## config.mk

```make
export PLATFORM = sky130hd
export DESIGN_NAME = fetch_unit
export DESIGN_NICKNAME = d
export VERILOG_FILES = /design/src/rtl/fetch_unit.sv
export SDC_FILE = /design/constraint.sdc
export NUM_CORES = 1
export LEC_CHECK = 0
export BUFFER_PORTS_ARGS = -buffer_cell sky130_fd_sc_hd__buf_2
export CAP_MARGIN = 20
export CORE_ASPECT_RATIO = 0.9
export CORE_MARGIN = 3
export CORE_UTILIZATION = 40
export DETAILED_ROUTE_END_ITERATION = 10
export PLACE_DENSITY_LB_ADDON = 0.05
export SLEW_MARGIN = 30
export SYNTH_ARGS = -nofsm -noshare
export SYNTH_HDL_FRONTEND = slang
export SYNTH_SLANG_ARGS = --single-unit
```

## constraint.sdc

```tcl
create_clock -name clk -period 7.2 [get_ports clk]
set_clock_uncertainty 0.05 [all_clocks]
set_input_delay 1.44 -clock clk [delete_from_list [all_inputs] [get_ports clk]]
set_output_delay 1.44 -clock clk [all_outputs]
set_load 0.01 [all_outputs]
```

## src/rtl/fetch_unit.sv

```systemverilog
// fetch_unit: instruction fetch front end for the program_counter register.
// It drives the next PC and issues instruction-memory reads with ready/valid.
// It tracks in-flight requests and queues returned instructions in order for
// decode. A redirect flushes the queue and discards responses that are stale.
// Define FETCH_PERF_EN to add the perf_fetch_cnt / perf_stall_cnt counters.
//
// state | meaning
// ------+------------------------------------------------------------------
// BOOT  | after reset; pc_next forced to RESET_ADDR, no requests issued
// RUN   | normal fetch / response / redirect handling
module fetch_unit #(
  parameter int ADDR_W = 32,
  parameter int DATA_W = 32,
  parameter int DEPTH = 4,
  parameter int MAX_OUT = 2,
  parameter logic [ADDR_W-1:0] RESET_ADDR = '0
) (
  input  logic              clk,
  input  logic              rst_n,
  input  logic [ADDR_W-1:0] pc_in,
  output logic [ADDR_W-1:0] pc_next,
  output logic              imem_req,
  output logic [ADDR_W-1:0] imem_addr,
  input  logic              imem_ready,
  input  logic              imem_rvalid,
  input  logic [DATA_W-1:0] imem_rdata,
  input  logic              redirect_valid,
  input  logic [ADDR_W-1:0] redirect_addr,
  output logic              ir_valid,
  output logic [DATA_W-1:0] ir_data,
  output logic [ADDR_W-1:0] ir_pc,
  input  logic              ir_ready,
  output logic              busy
`ifdef FETCH_PERF_EN
  ,
  output logic [31:0]       perf_fetch_cnt,
  output logic [31:0]       perf_stall_cnt
`endif
);

  // One counter width covers outstanding, kill and occupancy (MAX_OUT <= DEPTH).
  localparam int CNT_W = $clog2(DEPTH + 1) + 1;
  localparam int QP_W = $clog2(DEPTH);
  localparam int IP_W = (MAX_OUT > 1) ? $clog2(MAX_OUT) : 1;
  localparam logic [CNT_W-1:0] MAX_OUT_C = CNT_W'(MAX_OUT);
  localparam logic [CNT_W:0] DEPTH_C = (CNT_W + 1)'(DEPTH);
  localparam logic [IP_W-1:0] IP_LAST = IP_W'(MAX_OUT - 1);

  typedef enum logic {BOOT, RUN} state_e;

  state_e state_q;

  logic [CNT_W-1:0] out_q;
  logic [CNT_W-1:0] kill_q;
  logic [CNT_W-1:0] occ_q;
  logic [CNT_W:0] fill;

  logic [IP_W-1:0] if_wr_q;
  logic [IP_W-1:0] if_rd_q;
  logic [ADDR_W-1:0] if_pc_q [MAX_OUT];

  logic [QP_W-1:0] q_wr_q;
  logic [QP_W-1:0] q_rd_q;
  logic [DATA_W-1:0] q_data_q [DEPTH];
  logic [ADDR_W-1:0] q_pc_q [DEPTH];
  logic [DATA_W-1:0] hold_data_q;
  logic [ADDR_W-1:0] hold_pc_q;

  logic run;
  logic redir;
  logic accept;
  logic resp;
  logic push;
  logic pop;

  // The in-flight PC FIFO may have a non-power-of-two depth, so wrap explicitly.
  function automatic logic [IP_W-1:0] if_inc(input logic [IP_W-1:0] p);
    return (p == IP_LAST) ? '0 : p + IP_W'(1);
  endfunction

  assign run = (state_q == RUN);
  assign redir = run & redirect_valid;
  assign fill = {1'b0, out_q} + {1'b0, occ_q};

  // A request reserves its queue slot up front, so a response always fits.
  assign imem_req = run & ~redirect_valid & (out_q < MAX_OUT_C) & (fill < DEPTH_C);
  assign imem_addr = pc_in;
  assign accept = imem_req & imem_ready;
  assign resp = imem_rvalid & (out_q != '0);
  assign push = resp & (kill_q == '0) & ~redir;

  assign ir_valid = (occ_q != '0);
  assign pop = ir_valid & ir_ready;
  assign busy = (out_q != '0) | ir_valid;
  assign ir_data = ir_valid ? q_data_q[q_rd_q] : hold_data_q;
  assign ir_pc = ir_valid ? q_pc_q[q_rd_q] : hold_pc_q;

  // Next-PC selection: boot vector, redirect target, sequential or hold.
  always_comb begin
    pc_next = pc_in;
    if (!run) begin
      pc_next = RESET_ADDR;
    end else if (redirect_valid) begin
      pc_next = redirect_addr;
    end else if (accept) begin
      pc_next = pc_in + ADDR_W'(4);
    end
  end

  // BOOT lasts one edge so program_counter has loaded RESET_ADDR before fetching.
  always_ff @(posedge clk or negedge rst_n) begin
    if (!rst_n) begin
      state_q <= BOOT;
    end else begin
      case (state_q)
        BOOT:    state_q <= RUN;
        default: state_q <= RUN;
      endcase
    end
  end

  // Outstanding/kill bookkeeping and in-flight FIFO pointers.
  always_ff @(posedge clk or negedge rst_n) begin
    if (!rst_n) begin
      out_q   <= '0;
      kill_q  <= '0;
      if_wr_q <= '0;
      if_rd_q <= '0;
    end else begin
      out_q <= out_q + CNT_W'(accept) - CNT_W'(resp);
      if (redir) begin
        // Everything still in flight after this cycle's response is stale.
        kill_q <= out_q - CNT_W'(resp);
      end else if (resp && (kill_q != '0)) begin
        kill_q <= kill_q - CNT_W'(1);
      end
      if (accept) begin
        if_wr_q <= if_inc(if_wr_q);
      end
      if (resp) begin
        if_rd_q <= if_inc(if_rd_q);
      end
    end
  end

  // In-flight PC storage; data-only, needs no reset.
  always_ff @(posedge clk) begin
    if (accept) begin
      if_pc_q[if_wr_q] <= pc_in;
    end
  end

  // Instruction-queue pointers and occupancy; a redirect empties the queue.
  always_ff @(posedge clk or negedge rst_n) begin
    if (!rst_n) begin
      q_wr_q <= '0;
      q_rd_q <= '0;
      occ_q  <= '0;
    end else if (redir) begin
      q_wr_q <= '0;
      q_rd_q <= '0;
      occ_q  <= '0;
    end else begin
      if (push) begin
        q_wr_q <= q_wr_q + QP_W'(1);
      end
      if (pop) begin
        q_rd_q <= q_rd_q + QP_W'(1);
      end
      occ_q <= occ_q + CNT_W'(push) - CNT_W'(pop);
    end
  end

  // Instruction-queue storage; data-only, needs no reset.
  always_ff @(posedge clk) begin
    if (push) begin
      q_data_q[q_wr_q] <= imem_rdata;
      q_pc_q[q_wr_q]   <= if_pc_q[if_rd_q];
    end
  end

  // Remember the last head shown so ir_data/ir_pc stay stable while empty.
  always_ff @(posedge clk or negedge rst_n) begin
    if (!rst_n) begin
      hold_data_q <= '0;
      hold_pc_q   <= '0;
    end else if (ir_valid) begin
      hold_data_q <= q_data_q[q_rd_q];
      hold_pc_q   <= q_pc_q[q_rd_q];
    end
  end

`ifdef FETCH_PERF_EN
  // Delivered-instruction and decode-starvation counters, free-running wrap.
  always_ff @(posedge clk or negedge rst_n) begin
    if (!rst_n) begin
      perf_fetch_cnt <= '0;
      perf_stall_cnt <= '0;
    end else begin
      if (pop) begin
        perf_fetch_cnt <= perf_fetch_cnt + 32'd1;
      end
      if (run && !ir_valid && !redirect_valid) begin
        perf_stall_cnt <= perf_stall_cnt + 32'd1;
      end
    end
  end
`endif

endmodule
```

==> results.py, run 1 <==
metrics = {
    "clock_tree": {
        "cts-hold-fix-buffers": 0,
        "cts_made_buffers": 44,
        "clkLatencyLatePin_ns": 0.55,
        "cts_tree": "done",
        "path_clk_slew_ns": 0.06,
        "cts_sinks": 403,
        "clockBufferDepth": 3,
        "root_buffer": "clkbuf_16",
        "ctsResizeCount": 0,
        "cts_max_level": 2,
        "cts_setup_buffers": 0,
    },
    "place": {
        "dpl.cell_count": 1750,
        "place.detailed.hpwl_mm": 26.2,
        "place.gp.congestion": 0.811,
        "portBuffers": 232,
    },
    "critical_path": {
        "worstPathRequired_ns": 5.71,
        "reg2reg_to": "q_data_q[3][23]",
        "cp_cell_sequence": "buf_2, and4_1, nand4b_1, nor3_1, mux2_2, a211oi_1, buf_2",
        "worst_ep_arrival_time_ns": 3.86,
        "cp-end-kind": "primary output",
        "critPathMaxStageDelay_ns": 0.48,
        "cpMostUsedCell": "buf_2",
        "path_class": "in -> out",
        "r2r.worst_path.cells": 9,
        "r2r_slack_ns": 3.81,
        "crit_fanout": 9,
        "r2r-start": "out_q[2]",
        "crit_slowest_cell": "nor3_1",
        "startpoint_type": "input pin",
    },
    "detailed_routing": {
        "detail-route-antenna-nets": 0,
        "dr_wl_met2_mm": 19.2,
        "wire_per_inst_um": 22.2,
        "wl_met3_mm": 1.82,
        "vias": 9298,
        "dr.pass1.iters": 4,
        "drt_iter0_markers": 430,
        "vias_per_cell": 5.08,
        "top_layer_used": "met4",
        "routed_wl_mm": 40.6,
        "met1_length_mm": 18.9,
        "drc": 0,
    },
    "worst_hold_path": {
        "worstHoldPathType": "reg -> reg",
        "min_path_cells": 2,
        "hold_start": "hold_data_q[6]",
        "whs_endpoint": "hold_data_q[6]",
    },
    "logic_synthesis": {
        "synth_largest_area_cell": "edfxtp_1",
        "synthCells": 1048,
        "syn-num-nets": 1175,
        "ys_warn_count": 0,
        "post-synth-top-count-cell": "edfxtp_1",
        "ys_seq_area_share_pct": 70.8,
        "yosysTopAreaCellShare_pct": 58.2,
        "yosys_most_used_dff": "edfxtp_1",
        "synth-edff-count": 320,
        "ys_top_cells_by_count": "edfxtp_1 (320), nand2_1 (220), dfrtp_1 (83)",
        "synthesis.area_sq_um": 16500,
        "ys_async_sr_fraction_pct": 20.6,
        "synthTopCellsByArea": "edfxtp_1 (58%), dfrtp_1 (13%), mux4_2 (8.7%)",
        "synth-seq-cells": 403,
        "synth.avg_cell_area_sq_um": 15.7,
        "synthDistinctLibCells": 52,
    },
    "job": {
        "maxCapViolations": 0,
    },
    "finish": {
        "drive_gt1_share_pct": 32.8,
        "area_growth_pct": 18.2,
        "stdcell_count": 1832,
        "fin_nets": 1391,
        "nFillCells": 3558,
        "fin_util_pct": 48.7,
    },
    "grt": {
        "gr-total-overflow": 0,
        "grtUsageTotal_pct": 18.8,
        "grt_pass1_vias": 9685,
        "grt_first_pass_wirelength_mm": 61.3,
        "grt_max_degree": 49,
        "antenna_found_initial": 1,
    },
    "floorplan": {
        "fp.dieW_um": 220,
        "rows": 69,
        "io_pins": 233,
        "die-area_sq_um": 43700,
        "initial_utilization_pct": 41.2,
        "die_y_um": 199,
        "coreArea_sq_um": 40100,
    },
    "sta": {
        "holdWs_ns": 0.409,
        "setup_violations": 0,
        "tightest_slew_ns": 0.943,
        "min_period_ns": 5.35,
        "setup_tns_ns": 0,
        "grt_setup_unrepaired": "no",
        "finalHoldViolations": 0,
        "fin_crit_sh_pct": 74.3,
        "slew_violations": 0,
        "maxSlewHeadroom_pct": 37.2,
        "max_freq_mhz": 187,
    },
    "status": {
        "status": "complete, no violations",
    },
    "pwr": {
        "finalPower_mw": 7.25,
        "ir_drop_uv": 179,
        "power_density_nw_per_um2": 372,
        "leakage_nw": 7.39,
    },
}
[cells by family (layout without fill, tap and decap cells)]
| family | after synthesis | in the layout | synth area share [%] |
|---|---|---|---|
| compound gates | 60 | 60 | 2.10 |
| xor+xnor | 36 | 36 | 1.91 |
| fa+ha+maj | 25 | 25 | 1.99 |
| buf+inv | 105 | 356 | 3.22 |
| flops | 403 | 403 | 70.8 |
| mux | 105 | 105 | 11.5 |
| other cells | 1 | 2 | 0.0227 |
| simple gates | 313 | 313 | 8.47 |
[layout by cell type (no fill, tap or decap), drive strengths merged, types with 11 or more instances in the layout]
cell type	n
nand2	220
edfxtp	320
ha	23
a21oi	15
nor2	17
mux4	64
nor3	15
xnor2	28
dfrtp	83
o21ai	32
buf	247
clkbuf	58
nand4	11
clkinv	17
mux2	33
inv	30
[critical path: cells and delay by family]
kind | cells | cell delay [ns]
buffers and inverters | 2 | 0.40
and+or+nand+nor | 3 | 1.19
AOI/OAI and AO/OA | 1 | 0.43
muxes | 1 | 0.39
[worst max-delay path by stage]
stage / startpoint / to / cells past startpoint
2_1_floorplan: imem_ready / pc_next[31] / 5
3_3_place_gp: pc_in[4] / pc_next[27] / 7
3_5_place_dp: pc_in[4] / pc_next[27] / 7
5_1_grt: pc_in[4] / pc_next[27] / 7
4_1_cts: pc_in[4] / pc_next[27] / 7
6_report: pc_in[4] / pc_next[27] / 7
[through the flow]
step                cell area [sq um]  worst slack (ns)
detailed placement              18100              1.89
CTS                             19500              1.89
global placement                18000              1.96
floorplan                       16500              2.59
global route                    19500              1.76
finish                          19500              1.85
[sequential cells by signal, indices dropped and copies added, names as in the netlist, 2 cells and up]
register and cells:
q_data_q 128, q_pc_q 128, q_wr_q 2, hold_pc_q 32
out_q 4, hold_data_q 32, if_pc_q 64, kill_q 4
occ_q 4, q_rd_q 2
[per-layer routing]
metal  track usage, %  vias to the layer above
met4             4.34                        0
met3             3.01                       55
met2             30.3                      214
met1             27.1                     4750
met5                0                        -
li1                 -                     4279
[layout make-up]
cell class	count	area (sq um)	share of cell area (%)
Tap cell	532	666	3.41
Antenna cell	1	2.50	0.0128
Inverter	28	105	0.539
Timing Repair Buffer	247	1300	6.65
Clock buffer	58	1180	6.07
Sequential cell	403	11700	60.0
Clock inverter	23	239	1.23
Multi-Input combinational cell	540	4310	22.1
[power by group]
part | internal (mW) | switching, mW | total (mW)
clock network | 1.31 | 0.898 | 2.21
logic | 0.857 | 1.14 | 2.00
registers | 2.85 | 0.202 | 3.05
total | 5.01 | 2.24 | 7.25
(Power assumes the default switching activity.)
==> inputs of run 2 (changes only) <==
- clock period: 7.2 -> 4.5 ns (I/O delays scaled with it)
==> results.py, run 2 (synthesis gave the netlist of run 1 again) <==
metrics = {
    "status": {
        "status": "complete, no violations",
    },
    "sta": {
        "setup_violations": 0,
        "grt_setup_unrepaired": "no",
        "finalWorstSetupSlack_ns": 0.299,
        "slew_violations": 0,
        "maxSlewHeadroom_pct": 36.5,
        "fin_crit_sh_pct": 93.4,
        "holdWs_ns": 0.304,
        "min_period_ns": 4.20,
        "tightest_slew_ns": 0.953,
        "max_freq_mhz": 238,
        "finalHoldViolations": 0,
        "setup_tns_ns": 0,
    },
    "grt": {
        "grt_max_degree": 67,
        "gr-total-overflow": 0,
        "grt_first_pass_wirelength_mm": 61.7,
        "antenna_found_initial": 2,
        "grtUsageTotal_pct": 19.2,
        "grt_pass1_vias": 9616,
    },
    "clock_tree": {
        "cts_setup_buffers": 0,
        "cts_made_buffers": 43,
        "cts_tree": "done",
        "clkLatencyLatePin_ns": 0.58,
        "clockBufferDepth": 3,
        "cts_max_level": 2,
        "cts_sinks": 403,
        "root_buffer": "clkbuf_16",
        "cts-hold-fix-buffers": 0,
        "path_clk_slew_ns": 0.06,
        "ctsResizeCount": 0,
    },
    "critical_path": {
        "critPathMaxStageDelay_ns": 0.49,
        "crit_fanout": 6,
        "r2r.worst_path.cells": 11,
        "crit_slowest_cell": "dfrtp_1",
        "r2r_slack_ns": 1.25,
        "worst_ep_arrival_time_ns": 3.25,
        "cp_cell_sequence": "ha_1, nor4b_4, nand4_1, nor3_1, mux2_2, a211oi_1, buf_2",
        "startpoint_type": "register",
        "cp-endpoint": "pc_next[27]",
        "reg2reg_to": "occ_q[2]",
        "path_class": "reg -> out",
        "startpoint": "out_q[1]",
        "cp-end-kind": "primary output",
        "worstPathRequired_ns": 3.55,
        "r2r-start": "occ_q[2]",
    },
    "place": {
        "dp_slack_ns": 0.461,
        "place.detailed.hpwl_mm": 26.5,
        "portBuffers": 232,
        "place.gp.congestion": 0.781,
    },
    "finish": {
        "layout_commonest_cell": "edfxtp_1",
        "drive_gt1_share_pct": 33.8,
        "fin_nets": 1406,
        "area_growth_pct": 19.4,
        "fin_util_pct": 49.2,
        "nFillCells": 3499,
        "top_regs": "q_data_q x128, q_pc_q x128, if_pc_q x64",
        "multiInputGateArea_sq_um": 4310,
        "seq_area_sq_um": 11700,
        "final_cell_mix": "edfxtp_1 (320), buf_2 (231), nand2_1 (220)",
    },
    "detailed_routing": {
        "vias_per_cell": 5.06,
        "detail-route-antenna-nets": 0,
        "wire_per_inst_um": 22.3,
        "vias": 9342,
        "drc": 0,
        "drt_iter0_markers": 484,
        "dr.pass1.iters": 5,
        "routed_wl_mm": 41.3,
    },
    "floorplan": {
        "fp.dieW_um": 220,
        "initial_utilization_pct": 41.2,
        "rows": 69,
        "io_pins": 233,
        "die_y_um": 199,
        "coreArea_sq_um": 40100,
        "die-area_sq_um": 43700,
    },
    "job": {
        "maxCapViolations": 0,
    },
    "pwr": {
        "power_density_nw_per_um2": 592,
        "ir_drop_uv": 285,
        "leakage_nw": 7.49,
        "finalPower_mw": 11.7,
    },
    "worst_hold_path": {
        "worstHoldPathType": "in -> async",
    },
}
==> run 2: area by class of cell <==
class	instances	share of cell area [%]
well taps	532	3.38
multi-input cells	540	21.9
clock buffers	61	6.21
clock inverters	19	1.04
diodes	1	0.0127
flip-flops and latches	403	59.4
inverters	28	0.534
repair buffers	263	7.53
==> run 2: worst min-delay path by stage <==
stage	start	to	slack, ns
floorplan	if_wr_q	if_wr_q	0.42
global placement	hold_data_q[17]	hold_data_q[17]	0.39
detailed placement	hold_data_q[22]	hold_data_q[22]	0.40
CTS	rst_n	hold_data_q[7]	0.29
global route	rst_n	hold_data_q[7]	0.32
finish	rst_n	hold_data_q[9]	0.30
==> run 2: critical path, delay by kind of cell, from the launching register on <==
| kind | cells | cell delay, ns |
|---|---|---|
| buffers and inverters | 1 | 0.22 |
| AND/OR/NAND/NOR | 3 | 0.94 |
| multiplexers | 1 | 0.38 |
| flip-flops | 1 | 0.49 |
| AO/OA/AOI/OAI | 1 | 0.37 |
| adder cells (fa/ha/maj) | 1 | 0.28 |
==> run 2: where the power goes <==
| part | total, mW | internal [mW] | switching (mW) |
|---|---|---|---|
| Clock | 3.55 | 2.08 | 1.47 |
| Sequential | 4.96 | 4.56 | 0.404 |
| Combinational | 3.15 | 1.39 | 1.75 |
==> run 2: per-layer routing <==
metal,track usage [%],part of all wire [%]
met3,4.38,5.3
met4,4.24,1.5
met5,0,0.032
met1,26.6,45
met2,31.3,48
==> run 2: per-stage QoR <==
stage	cell area, sq um	cells
3_5_place_dp	18300	1766
2_1_floorplan	16500	1048
3_3_place_gp	18300	1766
4_1_cts	19700	1846
5_1_grt	19700	1847
6_report	19700	1847
